[config.mk]
export PLATFORM = sky130hd
export DESIGN_NAME = lock_monitor
export DESIGN_NICKNAME = d
export VERILOG_FILES = /design/src/rtl/lock_monitor.sv
export SDC_FILE = /design/constraint.sdc
export NUM_CORES = 1
export LEC_CHECK = 0
export ABC_AREA = 1
export BUFFER_PORTS_ARGS = -buffer_cell sky130_fd_sc_hd__buf_2
export CAP_MARGIN = 20
export CORE_MARGIN = 3
export CORE_UTILIZATION = 35
export DETAILED_ROUTE_END_ITERATION = 12
export HOLD_SLACK_MARGIN = 0.03
export MAX_ROUTING_LAYER = met4
export PLACE_DENSITY = 0.67
export SETUP_SLACK_MARGIN = 0.3
export SYNTH_ARGS = -nofsm -noshare
export SYNTH_HDL_FRONTEND = slang
export SYNTH_SLANG_ARGS = --single-unit
export TNS_END_PERCENT = 30
[constraint.sdc]
create_clock -name clk -period 3.76 [get_ports clk]
set_input_delay 0.564 -clock clk [delete_from_list [all_inputs] [get_ports clk]]
set_output_delay 0.564 -clock clk [all_outputs]
set_load 0.01 [all_outputs]
[src/rtl/lock_monitor.sv]
// rtl/lock_monitor.sv - debounced loop lock monitor with unlock event counter
//
// Purpose:
//   Registers a signed inclusive window comparison of the monitored signal.
//   A debounce FSM then turns the registered comparison into a stable
//   out_of_lock flag for the relock controller. The flag cannot chatter
//   while a relock scan sweeps through the lock point. The block also
//   counts lock-loss events and exports its state for the debug mux.
//
// Ports:
//   clk             system clock
//   rst             asynchronous active-low reset
//   enable          1 = monitor active, 0 = forced to DISABLED
//   clear           synchronous clear of unlock_events
//   signal          signed monitored value (R bits)
//   thr_low         signed lower window limit, inclusive (R bits)
//   thr_hig         signed upper window limit, inclusive (R bits)
//   unlock_cnt_max  consecutive out-of-window samples to declare unlock (CW bits)
//   lock_cnt_max    consecutive in-window samples to declare lock (CW bits)
//   out_of_lock     1 in UNLOCKED and REGAIN
//   in_window       registered window comparison
//   unlock_events   saturating count of lock-loss events (16 bits)
//   state_mon       {1'b0, state, zeros} for the debug mux (R bits)

module lock_monitor #(
   parameter int R  = 14,
   parameter int CW = 16
) (
   input  logic          clk,
   input  logic          rst,
   input  logic          enable,
   input  logic          clear,
   input  logic [R-1:0]  signal,
   input  logic [R-1:0]  thr_low,
   input  logic [R-1:0]  thr_hig,
   input  logic [CW-1:0] unlock_cnt_max,
   input  logic [CW-1:0] lock_cnt_max,
   output logic          out_of_lock,
   output logic          in_window,
   output logic [15:0]   unlock_events,
   output logic [R-1:0]  state_mon
);

   typedef enum logic [2:0] {
      ST_DISABLED = 3'd0,
      ST_LOCKED   = 3'd1,
      ST_SUSPECT  = 3'd2,
      ST_UNLOCKED = 3'd3,
      ST_REGAIN   = 3'd4
   } state_t;

   localparam logic [CW-1:0] CNT_ONE = {{(CW-1){1'b0}}, 1'b1};
   localparam logic [CW-1:0] CNT_MAX = {CW{1'b1}};

   state_t        state, state_nxt;
   logic [CW-1:0] cnt, cnt_nxt;
   logic          event_inc;
   logic [CW-1:0] n_eff, m_eff;
   logic [CW:0]   cnt_inc;
   logic [CW-1:0] cnt_sat;
   logic          window_hit;

   // An inverted window (thr_low > thr_hig) can never satisfy both compares.
   assign window_hit = ($signed(signal) >= $signed(thr_low)) &&
                       ($signed(signal) <= $signed(thr_hig));

   // A limit of zero behaves as one so that a single sample always decides.
   assign n_eff   = (unlock_cnt_max == '0) ? CNT_ONE : unlock_cnt_max;
   assign m_eff   = (lock_cnt_max == '0) ? CNT_ONE : lock_cnt_max;
   assign cnt_inc = {1'b0, cnt} + {{CW{1'b0}}, 1'b1};
   assign cnt_sat = (cnt == CNT_MAX) ? cnt : cnt_inc[CW-1:0];

   always_ff @(posedge clk or negedge rst) begin
      if (!rst) begin
         in_window <= 1'b0;
         state     <= ST_DISABLED;
         cnt       <= '0;
      end else begin
         in_window <= window_hit;
         state     <= state_nxt;
         cnt       <= cnt_nxt;
      end
   end

   always_comb begin
      state_nxt = state;
      cnt_nxt   = cnt;
      event_inc = 1'b0;
      if (!enable) begin
         state_nxt = ST_DISABLED;
         cnt_nxt   = '0;
      end else begin
         case (state)
            ST_DISABLED: begin
               state_nxt = ST_LOCKED;
               cnt_nxt   = '0;
            end
            ST_LOCKED: begin
               if (in_window) begin
                  cnt_nxt = '0;
               end else if (n_eff == CNT_ONE) begin
                  state_nxt = ST_UNLOCKED;
                  cnt_nxt   = '0;
                  event_inc = 1'b1;
               end else begin
                  state_nxt = ST_SUSPECT;
                  cnt_nxt   = CNT_ONE;
               end
            end
            ST_SUSPECT: begin
               if (in_window) begin
                  state_nxt = ST_LOCKED;
                  cnt_nxt   = '0;
               end else if (cnt_inc >= {1'b0, n_eff}) begin
                  state_nxt = ST_UNLOCKED;
                  cnt_nxt   = '0;
                  event_inc = 1'b1;
               end else begin
                  cnt_nxt = cnt_sat;
               end
            end
            ST_UNLOCKED: begin
               if (!in_window) begin
                  cnt_nxt = '0;
               end else if (m_eff == CNT_ONE) begin
                  state_nxt = ST_LOCKED;
                  cnt_nxt   = '0;
               end else begin
                  state_nxt = ST_REGAIN;
                  cnt_nxt   = CNT_ONE;
               end
            end
            ST_REGAIN: begin
               // Falling back from REGAIN is not a new lock loss: no event.
               if (!in_window) begin
                  state_nxt = ST_UNLOCKED;
                  cnt_nxt   = '0;
               end else if (cnt_inc >= {1'b0, m_eff}) begin
                  state_nxt = ST_LOCKED;
                  cnt_nxt   = '0;
               end else begin
                  cnt_nxt = cnt_sat;
               end
            end
            default: begin
               state_nxt = ST_DISABLED;
               cnt_nxt   = '0;
            end
         endcase
      end
   end

   // Clear takes precedence over a simultaneous lock-loss increment.
   always_ff @(posedge clk or negedge rst) begin
      if (!rst) begin
         unlock_events <= 16'h0000;
      end else if (clear) begin
         unlock_events <= 16'h0000;
      end else if (event_inc && (unlock_events != 16'hFFFF)) begin
         unlock_events <= unlock_events + 16'h0001;
      end
   end

   // Decoded from the state register alone, so it cannot glitch on input changes.
   assign out_of_lock = (state == ST_UNLOCKED) || (state == ST_REGAIN);
   assign state_mon   = {1'b0, state, {(R-4){1'b0}}};

endmodule

# Yosys cells after proc, flatten, opt, wreduce, memory -nomap -nowiden
# Cells that the tools add are included.
totals:
  inputBits: 78
  output_inout_bits: 32
  reg_bits: 36
  wordCells: 61
op_classes:
  n_lt_le_gt_ge: 4
  eq_ne: 12
  n_reduce_logical: 8
  muxes: 31
  add_sub_neg: 2
ops:
  columns: ["op", "n"]
  rows:
  - ["16-bit 2-to-1 mux", 10]
  - ["16-bit case mux with 4 select lines", 1]
  - ["17-bit by 16-bit greater-or-equal comparator with 1-bit output", 2]
  - ["16-bit by 1-bit equality test with 1-bit output (second input constant)", 2]
  - ["16-bit logical NOT", 2]
  - ["3-bit 2-to-1 mux", 8]
  - ["16-bit by 1-bit adder with 17-bit output (second input constant)", 1]
  - ["16-bit by 1-bit adder with 16-bit output (second input constant)", 1]
  - ["16-bit equality test (second input constant)", 1]
  - ["16-bit != test (second input constant)", 1]
  - ["3-bit case mux with 5 select lines", 1]
  - ["14-bit greater-or-equal comparator", 1]
  - ["14-bit <= comparator", 1]
  - ["1-bit 2-to-1 mux", 10]
  - ["4-bit != test (second input constant)", 2]
  - ["3-bit by 2-bit equality test with 1-bit output (second input constant)", 2]
  - ["3-bit != test (second input constant)", 2]
  - ["4-bit AND reduction", 1]
  - ["3-bit by 1-bit equality test with 1-bit output (second input constant)", 1]
  - ["3-bit equality test (second input constant)", 1]
  - ["3-bit logical NOT", 1]
  - ["1-bit logical AND", 2]
  - ["1-bit case mux with 2 select lines", 1]
  - ["2-bit nonzero test", 1]
  - ["1-bit logical OR", 1]

# Depth between registers and ports, before layout
# Gate-level depths: netlist of the first run.
logic_depth:
  ltp_word: 10
  ltp_mapped: 24
  mapped_depth_nobuf: 23

# Worst setup path after synthesis of the first run
# Ideal clock, no wire load.
synth_timing:
  path_type: "reg-to-reg"
  start: "register cnt[0]"
  end: "register unlock_events[10]"
  arrival_ns: 2.761
  required_ns: 3.643
  slack_ns: 0.882
  n_path_buf: 1
  period_less_slack_ns: 2.878
  stages_incl_launch_ff: 22
  setup_ns: 0.117
  path_cell_list: "dfrtp_1 > ha_1 > nand3_2 > nor3_4 > inv_1 > nor2_1 > nand2_1 > nor2_1 > xnor2_1 > inv_1 > ha_1 > a21oi_1 > or2_2 > nand3_2 > nor2_4 > nand2_2 > nand2_2 > o21ai_4 > nand2_4 > buf_12 > nand3_2 > nand2_1"
synth_between:
  elab_chain_len: 8
synth_rtl:
  columns: ["element", "line", "rtl"]
  rows:
  - ["start, declared", "56", "logic [CW-1:0] cnt, cnt_nxt;"]
  - ["start signal, assigned", "81", "cnt <= cnt_nxt;"]
  - ["16-bit by 1-bit adder with 17-bit output", "70", "assign cnt_inc = {1'b0, cnt} + {{CW{1'b0}}, 1'b1};"]
  - ["17-bit by 16-bit greater-or-equal comparator with 1-bit output", "114", "end else if (cnt_inc >= {1'b0, n_eff}) begin"]
  - ["1-bit 2-to-1 mux", "114", null]
  - ["1-bit 2-to-1 mux", "111", "if (in_window) begin"]
  - ["1-bit case mux with 2 select lines", "93", "case (state)"]
  - ["1-bit 2-to-1 mux", "89", "if (!enable) begin"]
  - ["1-bit logical AND", "159", "end else if (event_inc && (unlock_events != 16'hFFFF)) begin"]
  - ["2-bit nonzero test (no source line)", null, null]
  - ["end signal, assigned", "160", "unlock_events <= unlock_events + 16'h0001;"]
  - ["end, declared", "40", "output logic [15:0] unlock_events,"]
# No other way between the ends.
# A chain may end at the register's enable or synchronous reset.

# Worst setup path in the final report of the first run
layout_timing:
  start: "register cnt[0]"
  end: "register unlock_events[13]"
# The elaborated chain is that of the path after synthesis.

==> results of run 1 <==
## cells in the final DEF, fill, tap and decap left out, types with 5 or more instances in the layout
cell type / instances
nand4_1: 31
nor2_1: 67
buf_4: 5
xnor2_1: 9
ha_1: 61
xor2_1: 17
a21oi_1: 26
nor4_1: 5
inv_1: 117
clkbuf_16: 5
nand3_1: 29
buf_2: 98
nand2_1: 119
conb_1: 11
nor2_2: 15
o21ai_0: 14
nand3_2: 12
dfrtp_1: 35
nor3_1: 13
## worst min-delay path by stage
| stage | startpoint | end | slack (ns) | cells past startpoint |
|---|---|---|---|---|
| floorplan | rst | cnt[0] | 0.27 | 0 |
| global placement | unlock_events[1] | unlock_events[1] | 0.55 | 2 |
| detailed placement | unlock_events[1] | unlock_events[1] | 0.55 | 2 |
| CTS | rst | cnt[9] | 0.42 | 1 |
| global route | rst | cnt[12] | 0.46 | 1 |
| finish | rst | cnt[9] | 0.38 | 1 |
## layout make-up
class	count	area share
clock buffers	6	0.0251
repair buffers	104	0.105
flip-flops and latches	36	0.176
multi-input cells	458	0.563
well taps	143	0.0349
inverters	122	0.0893
clock inverters	2	0.00683
## metal layers
metal | track usage | wire, um
met1 | 0.223 | 5260
met2 | 0.260 | 4960
met3 | 0.0181 | 418
met4 | 0.0375 | 135
met5 | - | 0
## metrics by stage
stage,worst slack (ns),instance area (sq um),instances
finish,0.589,5130,871
global route,0.296,5130,871
CTS,0.377,5010,863
detailed placement,0.410,4850,855
global placement,0.481,4850,855
floorplan,0.882,4310,632
## power groups by stage
stage               clock network, W  registers [W]  logic, W
floorplan                          0       0.000439  0.000294
global placement                   0       0.000436  0.000424
detailed placement                 0       0.000438  0.000423
CTS                         0.000480       0.000431  0.000428
global route                0.000503       0.000435  0.000529
finish                      0.000467       0.000432  0.000461
## registers in the layout, indices dropped and copies added, names as in the netlist
name	flops
in_window	1
state	3
cnt	16
unlock_events	16
## critical path, stage by stage (launching register included)
cell     delay [ns]
dfrtp_2        0.41
ha_2           0.23
nand3_4        0.12
nor3_4         0.26
inv_1          0.08
nor2_1         0.09
nand2_1        0.08
nor2_2         0.10
xnor2_1        0.12
inv_1          0.10
ha_1           0.32
nand2_1        0.09
nor2_1         0.05
nand2_1        0.06
nor2_1         0.04
nor2_1         0.11
nand3_2        0.10
nor2_4         0.12
nand2_2        0.06
nand2_2        0.09
o21ai_4        0.12
nand2_4        0.19
nand3_2        0.08
nand2_1        0.09
## cell families after synthesis
group | count (synthesis)
simple gates | 306
buf+inv | 141
fa+ha+maj | 62
compound gates | 49
flops | 36
xor+xnor | 26
other cells | 1
mux | 1
## timing repair
| action | CTS | global route |
|---|---|---|
| resized for setup | 0 | 10 |
| endpoints found under the hold margin | 0 | 0 |
| endpoints found under the setup margin | 0 | 34 |
| setup buffers | 0 | 5 |
==> summary.txt, run 1 <==
Status
  • Status: completed

Synth
  • Post-Synthesis Cells: between 600 and 700
  • Mean Syn Cell Area: ~6.9 sq um
  • Top post-synthesis cells by area: dfrtp_1, ha_1, nand2_1
  • Commonest cells post-synth: nand2_1, inv_1, nor2_1
  • Register bit total from synthesis: 36
  • Synth Area in Simple Gates: 0.346
  • Top-area cell type share of the netlist area: 0.211
  • Sequential fraction of the synthesis area: 0.211
  • Synth warn: 0
  • Post-synthesis xor/xnor area fraction: 0.0532
  • Compound-Gate Fraction of Synth Area: 0.0650
  • Cell variety after synth: 38
  • Adder-Cell Fraction of Synth Area: 0.181
  • EDFF count, synth: 0
  • Largest family of logic cells by synthesized area: simple AND/OR/NAND/NOR gates
  • Top_reg_cell synth: dfrtp_1
  • Post-synth top area cell: dfrtp_1
  • Top-count cell post-synth: nand2_1
  • Ys async rst share: 1.00
  • Mux cell area share after synthesis: 0.00234
  • Synth Cell Area: about 4300 sq um

Route
  • Vias per cell: around 4.7
  • Vias: ~4000
  • Post-Route WL: ~11000 um
  • Post-route ant nets: 0
  • Residual DRC: 0
  • Drt wl/cell: 12.4 um
  • Starting DRT DRC Count: between 150 and 200
  • Drt first pass iters: 4

Timing
  • Final TNS setup: 0 ns
  • Fin. max-slew vios: 0
  • Final setup fails: 0
  • Slew headroom: 0.292
  • Worst-Margin Slew: between 1 and 1.5 ns
  • Min Tclk post-route: between 3 and 4 ns
  • Max Fclk: about 320 MHz
  • Hold_ws: between 0.3 and 0.4 ns
  • Fin crit share: 0.843
  • RSZ-0062 raised after global routing: false
  • Final hold viol count: 0
  • Clk_skew: 0.0113 ns

Global routing
  • Initial antenna violation count: 0
  • Largest net degree at the start of global routing: 37
  • Tot GR Track Use: 0.163
  • Vias in the first global route: around 3800
  • Wire length of the first global-routing pass: 17400 um
  • Total gr overflow: 0

Clocking
  • CTS Buffer Depth: 2
  • Hold buffers post-CTS: 0
  • Clk_lat worst skew: ~0.28 ns
  • CTS H-tree depth: 2
  • Clock root buffer: clkbuf_16
  • Clk slew on worst S/H paths: approximately 0.06 ns
  • CTS Buf Count: 5
  • Clock Sinks: 36
  • TritonCTS clock tree: yes

Critical path
  • CP required: a little under 4 ns
  • CP endpoint: unlock_events[13]
  • Arr. time, crit path: roughly 3.4 ns
  • Setup CP Type: flop to flop
  • Crit path max fanout: 8
  • Worst reg2reg startpoint: cnt[0]
  • CP endpoint kind: flop
  • FF-to-FF setup slack: slightly below 0.6 ns
  • Startpoint Class: flop
  • Critical Path Start: cnt[0]
  • Worst R2R Path Depth: 23
  • Reg-to-Reg End: unlock_events[13]

Die
  • Core Region: between 10000 and 15000 sq um
  • Initial core utilization: 0.367
  • Row count: 39
  • Die H: between 100 and 150 um
  • Top Ports: 110
  • Chip Width: 117 um
  • Full die area: between 10000 and 15000 sq um

Placement
  • IO buf count: roughly 100
  • Gp weighted congestion: ~0.9
  • Hpwl dp: ~8700 um

Power
  • P per Cell Area: around 270 nW/um^2
  • Sw Share: 0.357
  • Peak supply drop: around 0.00017 V
  • Flop pwr share: 0.318
  • Logic pwr share: 0.339
  • Psw: around 0.00049 W
  • Static leakage: a little under 3 nW
  • Clock power share: 0.344
  • Overall Power: around 0.0014 W
  • Pint: between 0.0008 and 0.0009 W

Cells and area
  • Register area: roughly 900 sq um
  • Final #Nets: slightly below 900
  • Post-Route Utilization: 0.440
  • Synth-to-Final Area Change: 19.9%
  • Fillers: approximately 1200
  • Fraction of layout cells with a size suffix above 1: 0.223
  • Multi-input gate area: a little under 3000 sq um
  • Antenna cells: 0

Run
  • Max-cap viol count: 0

Hold path
  • Hold Crit Class: primary input to async pin
Note: power is estimated with default switching activity, not from simulation.
==> run 2, diff against run 1 <==
- ABC_AREA: 1 -> 0
- PLACE_DENSITY: 0.67 -> 0.68
- clock period: 3.76 -> 3 ns (I/O delays scaled with it)
==> summary.txt, run 2 <==
Status
  • Status: complete, but fails checks
  • Failing checks: setup timing

Cells and area
  • Biggest regs: cnt (16), unlock_events (16), state (3)
  • Commonest non-fill, non-tap cell in the layout: buf_2
  • Synth-to-Final Area Change: 44.8%
  • Fillers: between 1000 and 1500
  • Antenna cells: 0
  • Non-Filler Instances: between 700 and 800
  • Most frequent cells in the layout: buf_2, inv_1, buf_4, ha_1, dfrtp_1
  • Multi-input gate area: 2930 sq um
  • Final #Nets: around 770
  • Fraction of layout cells with a size suffix above 1: 0.392
  • Register area: 902 sq um

Clocking
  • Hold buffers post-CTS: 0
  • Clock Sinks: 36
  • CTS Buf Count: 5
  • TritonCTS clock tree: yes
  • Clock root buffer: clkbuf_8
  • CTS H-tree depth: 2
  • CTS Buffer Depth: 2
  • Clk slew on worst S/H paths: approximately 0.08 ns
  • Clk_lat worst skew: 0.29 ns

Timing
  • Slew headroom: 0.442
  • Final setup fails: 33
  • Final WS setup: -0.145 ns
  • Final hold viol count: 0
  • Fin crit share: 1.05
  • Min Tclk post-route: around 3.1 ns
  • Worst-Margin Slew: 0.837 ns
  • Fin. max-slew vios: 0
  • Hold_ws: approximately 0.25 ns
  • Max Fclk: roughly 320 MHz
  • Clk_skew: roughly 0.014 ns
  • Final TNS setup: -3.01 ns
  • RSZ-0062 raised after global routing: true

Synth
  • Top-area cell type share of the netlist area: 0.240
  • Register bit total from synthesis: 36
  • Top post-synthesis cells by area: dfrtp_1, ha_1, inv_1
  • Ys async rst share: 1.00
  • EDFF count, synth: 0
  • Synth warn: 0
  • Post-Synthesis Cells: 460
  • Synth Cell Area: roughly 3700 sq um
  • Mean Syn Cell Area: just over 8 sq um
  • Top_reg_cell synth: dfrtp_1
  • Post-synth top area cell: dfrtp_1
  • Cell variety after synth: between 50 and 60
  • Sequential fraction of the synthesis area: 0.240
  • Commonest cells post-synth: inv_1, ha_1, dfrtp_1
  • Top-count cell post-synth: inv_1

Die
  • Top Ports: 110
  • Row count: 37
  • Core Region: 10400 sq um
  • Full die area: 12000 sq um
  • Chip Width: about 110 um
  • Initial core utilization: 0.361
  • Die H: about 110 um

Critical path
  • Cell repeated most along the worst path: buf_4
  • Worst path bufs/invs: 3
  • Arr. time, crit path: ~3.4 ns
  • Critical path cell sequence: nand4_1 -> buf_4 -> nor3_2 -> xor2_1 -> buf_4 -> ha_1 -> and2_0 -> a221oi_2 -> o221ai_1 -> and4bb_2 -> and2_4 -> o21bai_4 -> buf_12 -> a21oi_1
  • Crit path max fanout: 8
  • Startpoint Class: flop
  • CP endpoint kind: flop
  • Setup CP Type: flop to flop
  • Worst reg2reg startpoint: cnt[2]
  • Levels on crit path: 14
  • CP peak stage delay: 0.36 ns
  • CP required: approximately 3.2 ns
  • Critical Path Slowest Stage Cell: and4bb_2
  • Worst path top cell family by delay: simple AND/OR/NAND/NOR gates
  • FF-to-FF setup slack: -0.14 ns
  • CP endpoint: cnt[8]
  • Reg-to-Reg End: cnt[8]
  • Critical Path Start: cnt[2]
  • Worst R2R Path Depth: 14

Placement
  • Hpwl dp: 8760 um
  • Cells after DPL: 738
  • IO buf count: 98
  • Gp weighted congestion: between 0.9 and 1

Global routing
  • Largest net degree at the start of global routing: 37
  • GRT busiest layer: met2
  • Tot GR Track Use: 0.185
  • Met3 Track Usage GR: 0.0329
  • Vias in the first global route: between 3000 and 4000
  • Total gr overflow: 0
  • Met1 usage: 0.234
  • Wire length of the first global-routing pass: ~17000 um
  • Initial antenna violation count: 0
  • Met2 Usage GRT: 0.310

Run
  • Max-cap viol count: 0

Route
  • Residual DRC: 0
  • Drt first pass iters: 4
  • Starting DRT DRC Count: 150
  • Post-route ant nets: 0
  • Drt wl/cell: ~14 um
  • Vias per cell: between 5 and 6
  • Vias: 3857
  • Post-Route WL: between 10000 and 15000 um

Hold path
  • Hold Crit Class: primary input to async pin

Power
  • Peak supply drop: approximately 0.00015 V
  • P per Cell Area: approximately 220 nW/um^2
  • Static leakage: ~2.9 nW
  • Overall Power: roughly 0.0012 W
-- run 2: changes by cell type after synthesis, moves of 7 or more --
cell     delta
nor2_2     -13
nor2_1     -41
inv_1      -46
xor2_1     -12
nand2_1   -100
o21ai_0     +7
a21o_1      +7
or3_1      +12
nand4_1    -17
nor2b_1    +13
and3_1      +8
nand3_2    -14
-- run 2: how the worst min path moves through the flow --
stage | startpoint | endpoint | slack [ns] | depth (start not counted)
final | rst | unlock_events[3] | 0.25 | 1
after global routing | rst | cnt[9] | 0.32 | 1
after CTS | rst | unlock_events[11] | 0.28 | 1
after detailed placement | unlock_events[12] | unlock_events[12] | 0.56 | 2
after global placement | unlock_events[12] | unlock_events[12] | 0.55 | 2
after floorplan | rst | cnt[0] | 0.15 | 0
-- run 2: cells by family (layout without fill, tap and decap cells) --
family	count (synthesis)	after routing	synth area share
simple gates	156	156	0.235
fa+ha+maj	62	62	0.207
mux	3	3	0.00801
flops	36	36	0.240
compound gates	94	95	0.162
xor+xnor	18	18	0.0421
other cells	1	11	0.00100
buf+inv	90	246	0.105
-- run 2: per-stage QoR --
stage / util / setup slack [ns] / instance area, sq um
CTS: 0.503 / -0.121 / 5220
detailed placement: 0.465 / -0.266 / 4820
global route: 0.523 / -0.298 / 5430
floorplan: - / 0.141 / 3850
global placement: 0.465 / -0.179 / 4820
finish: 0.523 / -0.145 / 5430
-- run 2: repair_timing --
item / 4_1_cts / 5_1_grt
resized for setup: 39 / 34
setup buffers: 11 / 5
cloned: 1 / 0
pin swaps: 17 / 33
setup endpoints to repair: 34 / 34
-- run 2: power breakdown --
group / switching (W) / internal (W)
Sequential: 0.0000243 / 0.000494
Combinational: 0.000169 / 0.000154
Clock: 0.000171 / 0.000187
Total: 0.000365 / 0.000834
-- run 2: final cells by class --
type | count | area share
inverters | 71 | 0.0491
multi-input cells | 345 | 0.540
clock buffers | 7 | 0.0159
clock inverters | 1 | 0.00138
repair buffers | 167 | 0.196
well taps | 136 | 0.0314
flip-flops and latches | 36 | 0.166
-- run 2: worst register-to-register path, cell delays in order, from the launching register on --
cell and delay, ns:
dfrtp_1 0.35, nand4_1 0.19, buf_4 0.19, nor3_2 0.19, xor2_1 0.25, buf_4 0.18
ha_1 0.22, and2_0 0.18, a221oi_2 0.25, o221ai_1 0.15, and4bb_2 0.36, and2_4 0.17
o21bai_4 0.10, buf_12 0.17, a21oi_1 0.12
-- run 2: layer usage --
metal	wire [um]	part of all wire
met4	178	0.016
met1	4910	0.45
met3	563	0.052
met5	0	0
met2	5240	0.48
==> run 3, diff against run 2 <==
- REMOVE_ABC_BUFFERS: unset -> 1
==> summary.txt, run 3 (same netlist as run 2, synthesis figures left out) <==
Status
  • Status: complete, but fails checks
  • Failing checks: setup timing

Cells and area
  • Commonest non-fill, non-tap cell in the layout: buf_2
  • Antenna cells: 0
  • Register area: between 900 and 1000 sq um
  • Most frequent cells in the layout: buf_2, inv_1, buf_4, ha_1, dfrtp_1
  • Synth-to-Final Area Change: 41.6%
  • Fillers: approximately 990
  • Biggest regs: cnt (16), unlock_events (16), state (3)
  • Final #Nets: 763
  • Post-Route Utilization: 0.512
  • Multi-input gate area: 2850 sq um
  • Fraction of layout cells with a size suffix above 1: 0.382

Route
  • Drt first pass iters: 5
  • Metal3 WL: around 900 um
  • DR top layer: met4
  • WL met1: 4920 um
  • Vias: between 3000 and 4000
  • Starting DRT DRC Count: around 200
  • Drt wl/cell: between 15 and 20 um
  • Met2 routed wirelength: around 5700 um
  • Post-route ant nets: 0
  • Post-Route WL: ~12000 um
  • Residual DRC: 0
  • Vias per cell: approximately 5.3

Clocking
  • Clk_lat worst skew: a little under 0.3 ns
  • CTS Buffer Depth: 2
  • CTS H-tree depth: 2
  • Clock Sinks: 36
  • Clk slew on worst S/H paths: around 0.080 ns
  • Hold buffers post-CTS: 0
  • Clock root buffer: clkbuf_8
  • TritonCTS clock tree: yes
  • CTS Buf Count: 5

Global routing
  • Vias in the first global route: approximately 3900
  • Total gr overflow: 0
  • Wire length of the first global-routing pass: 17600 um
  • Initial antenna violation count: 0
  • Tot GR Track Use: 0.187
  • Largest net degree at the start of global routing: 37

Power
  • P per Cell Area: ~230 nW/um^2
  • Pint: 0.000857 W
  • Static leakage: roughly 2.8 nW
  • Logic pwr share: 0.268
  • Sw Share: 0.311
  • Clock power share: 0.313
  • Overall Power: about 0.0012 W
  • Peak supply drop: around 0.00015 V
  • Flop pwr share: 0.419
  • Psw: ~0.00039 W

Die
  • Top Ports: 110
  • Initial core utilization: 0.361
  • Die H: 109 um
  • Chip Width: between 100 and 150 um
  • Core Region: around 10000 sq um
  • Full die area: approximately 12000 sq um
  • Row count: 37

Critical path
  • Startpoint Class: flop
  • CP endpoint kind: flop
  • Reg-to-Reg End: cnt[12]
  • Arr. time, crit path: between 3 and 4 ns
  • Setup CP Type: flop to flop
  • Worst R2R Path Depth: 14
  • FF-to-FF setup slack: -0.21 ns
  • Crit path max fanout: 6
  • CP required: 3.18 ns
  • Worst reg2reg startpoint: cnt[2]

Placement
  • Hpwl dp: approximately 8900 um
  • Gp weighted congestion: 0.912
  • IO buf count: 98

Timing
  • Fin. max-slew vios: 0
  • Final setup fails: 33
  • Final WS setup: -0.211 ns
  • Worst-Margin Slew: roughly 0.85 ns
  • RSZ-0062 raised after global routing: true
  • Clk_skew: roughly 0.011 ns
  • Min Tclk post-route: between 3 and 4 ns
  • Max Fclk: between 300 and 400 MHz
  • Final hold viol count: 0
  • Fin crit share: 1.07
  • Final TNS setup: -5.13 ns
  • Slew headroom: 0.435

Run
  • Max-cap viol count: 0

Hold path
  • Hold Crit Class: primary input to async pin
[run 3: changes by cell type in the layout (fill, tap and decap cells not counted), moves of 3 or more]
cell | before | now
nor2_2 | 3 | 7
a21oi_1 | 22 | 25
buf_12 | 3 | 0
or3_1 | 5 | 10
or3_4 | 7 | 2
[run 3: how the worst max path moves through the flow]
stage | startpoint | end | slack [ns] | cells past startpoint
floorplan | cnt[0] | cnt[12] | -0.16 | 12
global placement | cnt[5] | state[0] | -0.17 | 12
detailed placement | cnt[5] | cnt[10] | -0.25 | 14
CTS | cnt[2] | unlock_events[6] | -0.07 | 15
global route | cnt[2] | cnt[1] | -0.39 | 15
finish | cnt[2] | cnt[12] | -0.21 | 14
[run 3: layout make-up]
type                            instances  share of cell area
Multi-Input combinational cell        344               0.537
Timing Repair Buffer                  165               0.192
Sequential cell                        36               0.170
Inverter                               71              0.0502
Tap cell                              136              0.0321
Clock buffer                            7              0.0182
[run 3: worst max-delay path, stage by stage (launching register included)]
cell	delay (ns)
dfrtp_1	0.37
nand4_1	0.14
nor2_2	0.18
buf_4	0.15
nand3_4	0.10
nor3_4	0.26
xnor2_2	0.12
ha_1	0.32
o21a_1	0.16
o21ai_1	0.09
a311o_1	0.34
and4bb_2	0.27
and2_4	0.18
o21bai_4	0.23
o21ba_2	0.20
[run 3: per-stage QoR]
step	cells	worst slack [ns]	hold WS, ns	cell area [sq um]
5_1_grt	759	-0.390	0.326	5310
6_report	759	-0.211	0.257	5310
4_1_cts	747	-0.0730	0.291	5000
2_1_floorplan	451	-0.162	0.154	3660
3_5_place_dp	735	-0.249	0.567	4690
3_3_place_gp	735	-0.168	0.558	4690
[run 3: what timing repair did]
item	CTS	global route
hold endpoints to repair	0	0
pin swaps	29	33
setup endpoints to repair	34	34
gates cloned	0	2
buffers inserted	5	10
resized for setup	36	44
[run 3: layer usage]
layer / track usage / vias to the layer above
met5: - / -
met4: 0.0570 / 0
met3: 0.0299 / 34
met2: 0.320 / 167
met1: 0.226 / 1861
li1: - / 1937
[run 3: power by group through the flow]
stage / registers [W] / logic, W / clock network, W
after global placement: 0.000523 / 0.000292 / 0
after detailed placement: 0.000524 / 0.000301 / 0
after floorplan: 0.000523 / 0.000157 / 0
after global routing: 0.000523 / 0.000379 / 0.000411
final: 0.000520 / 0.000333 / 0.000389
after CTS: 0.000516 / 0.000311 / 0.000388
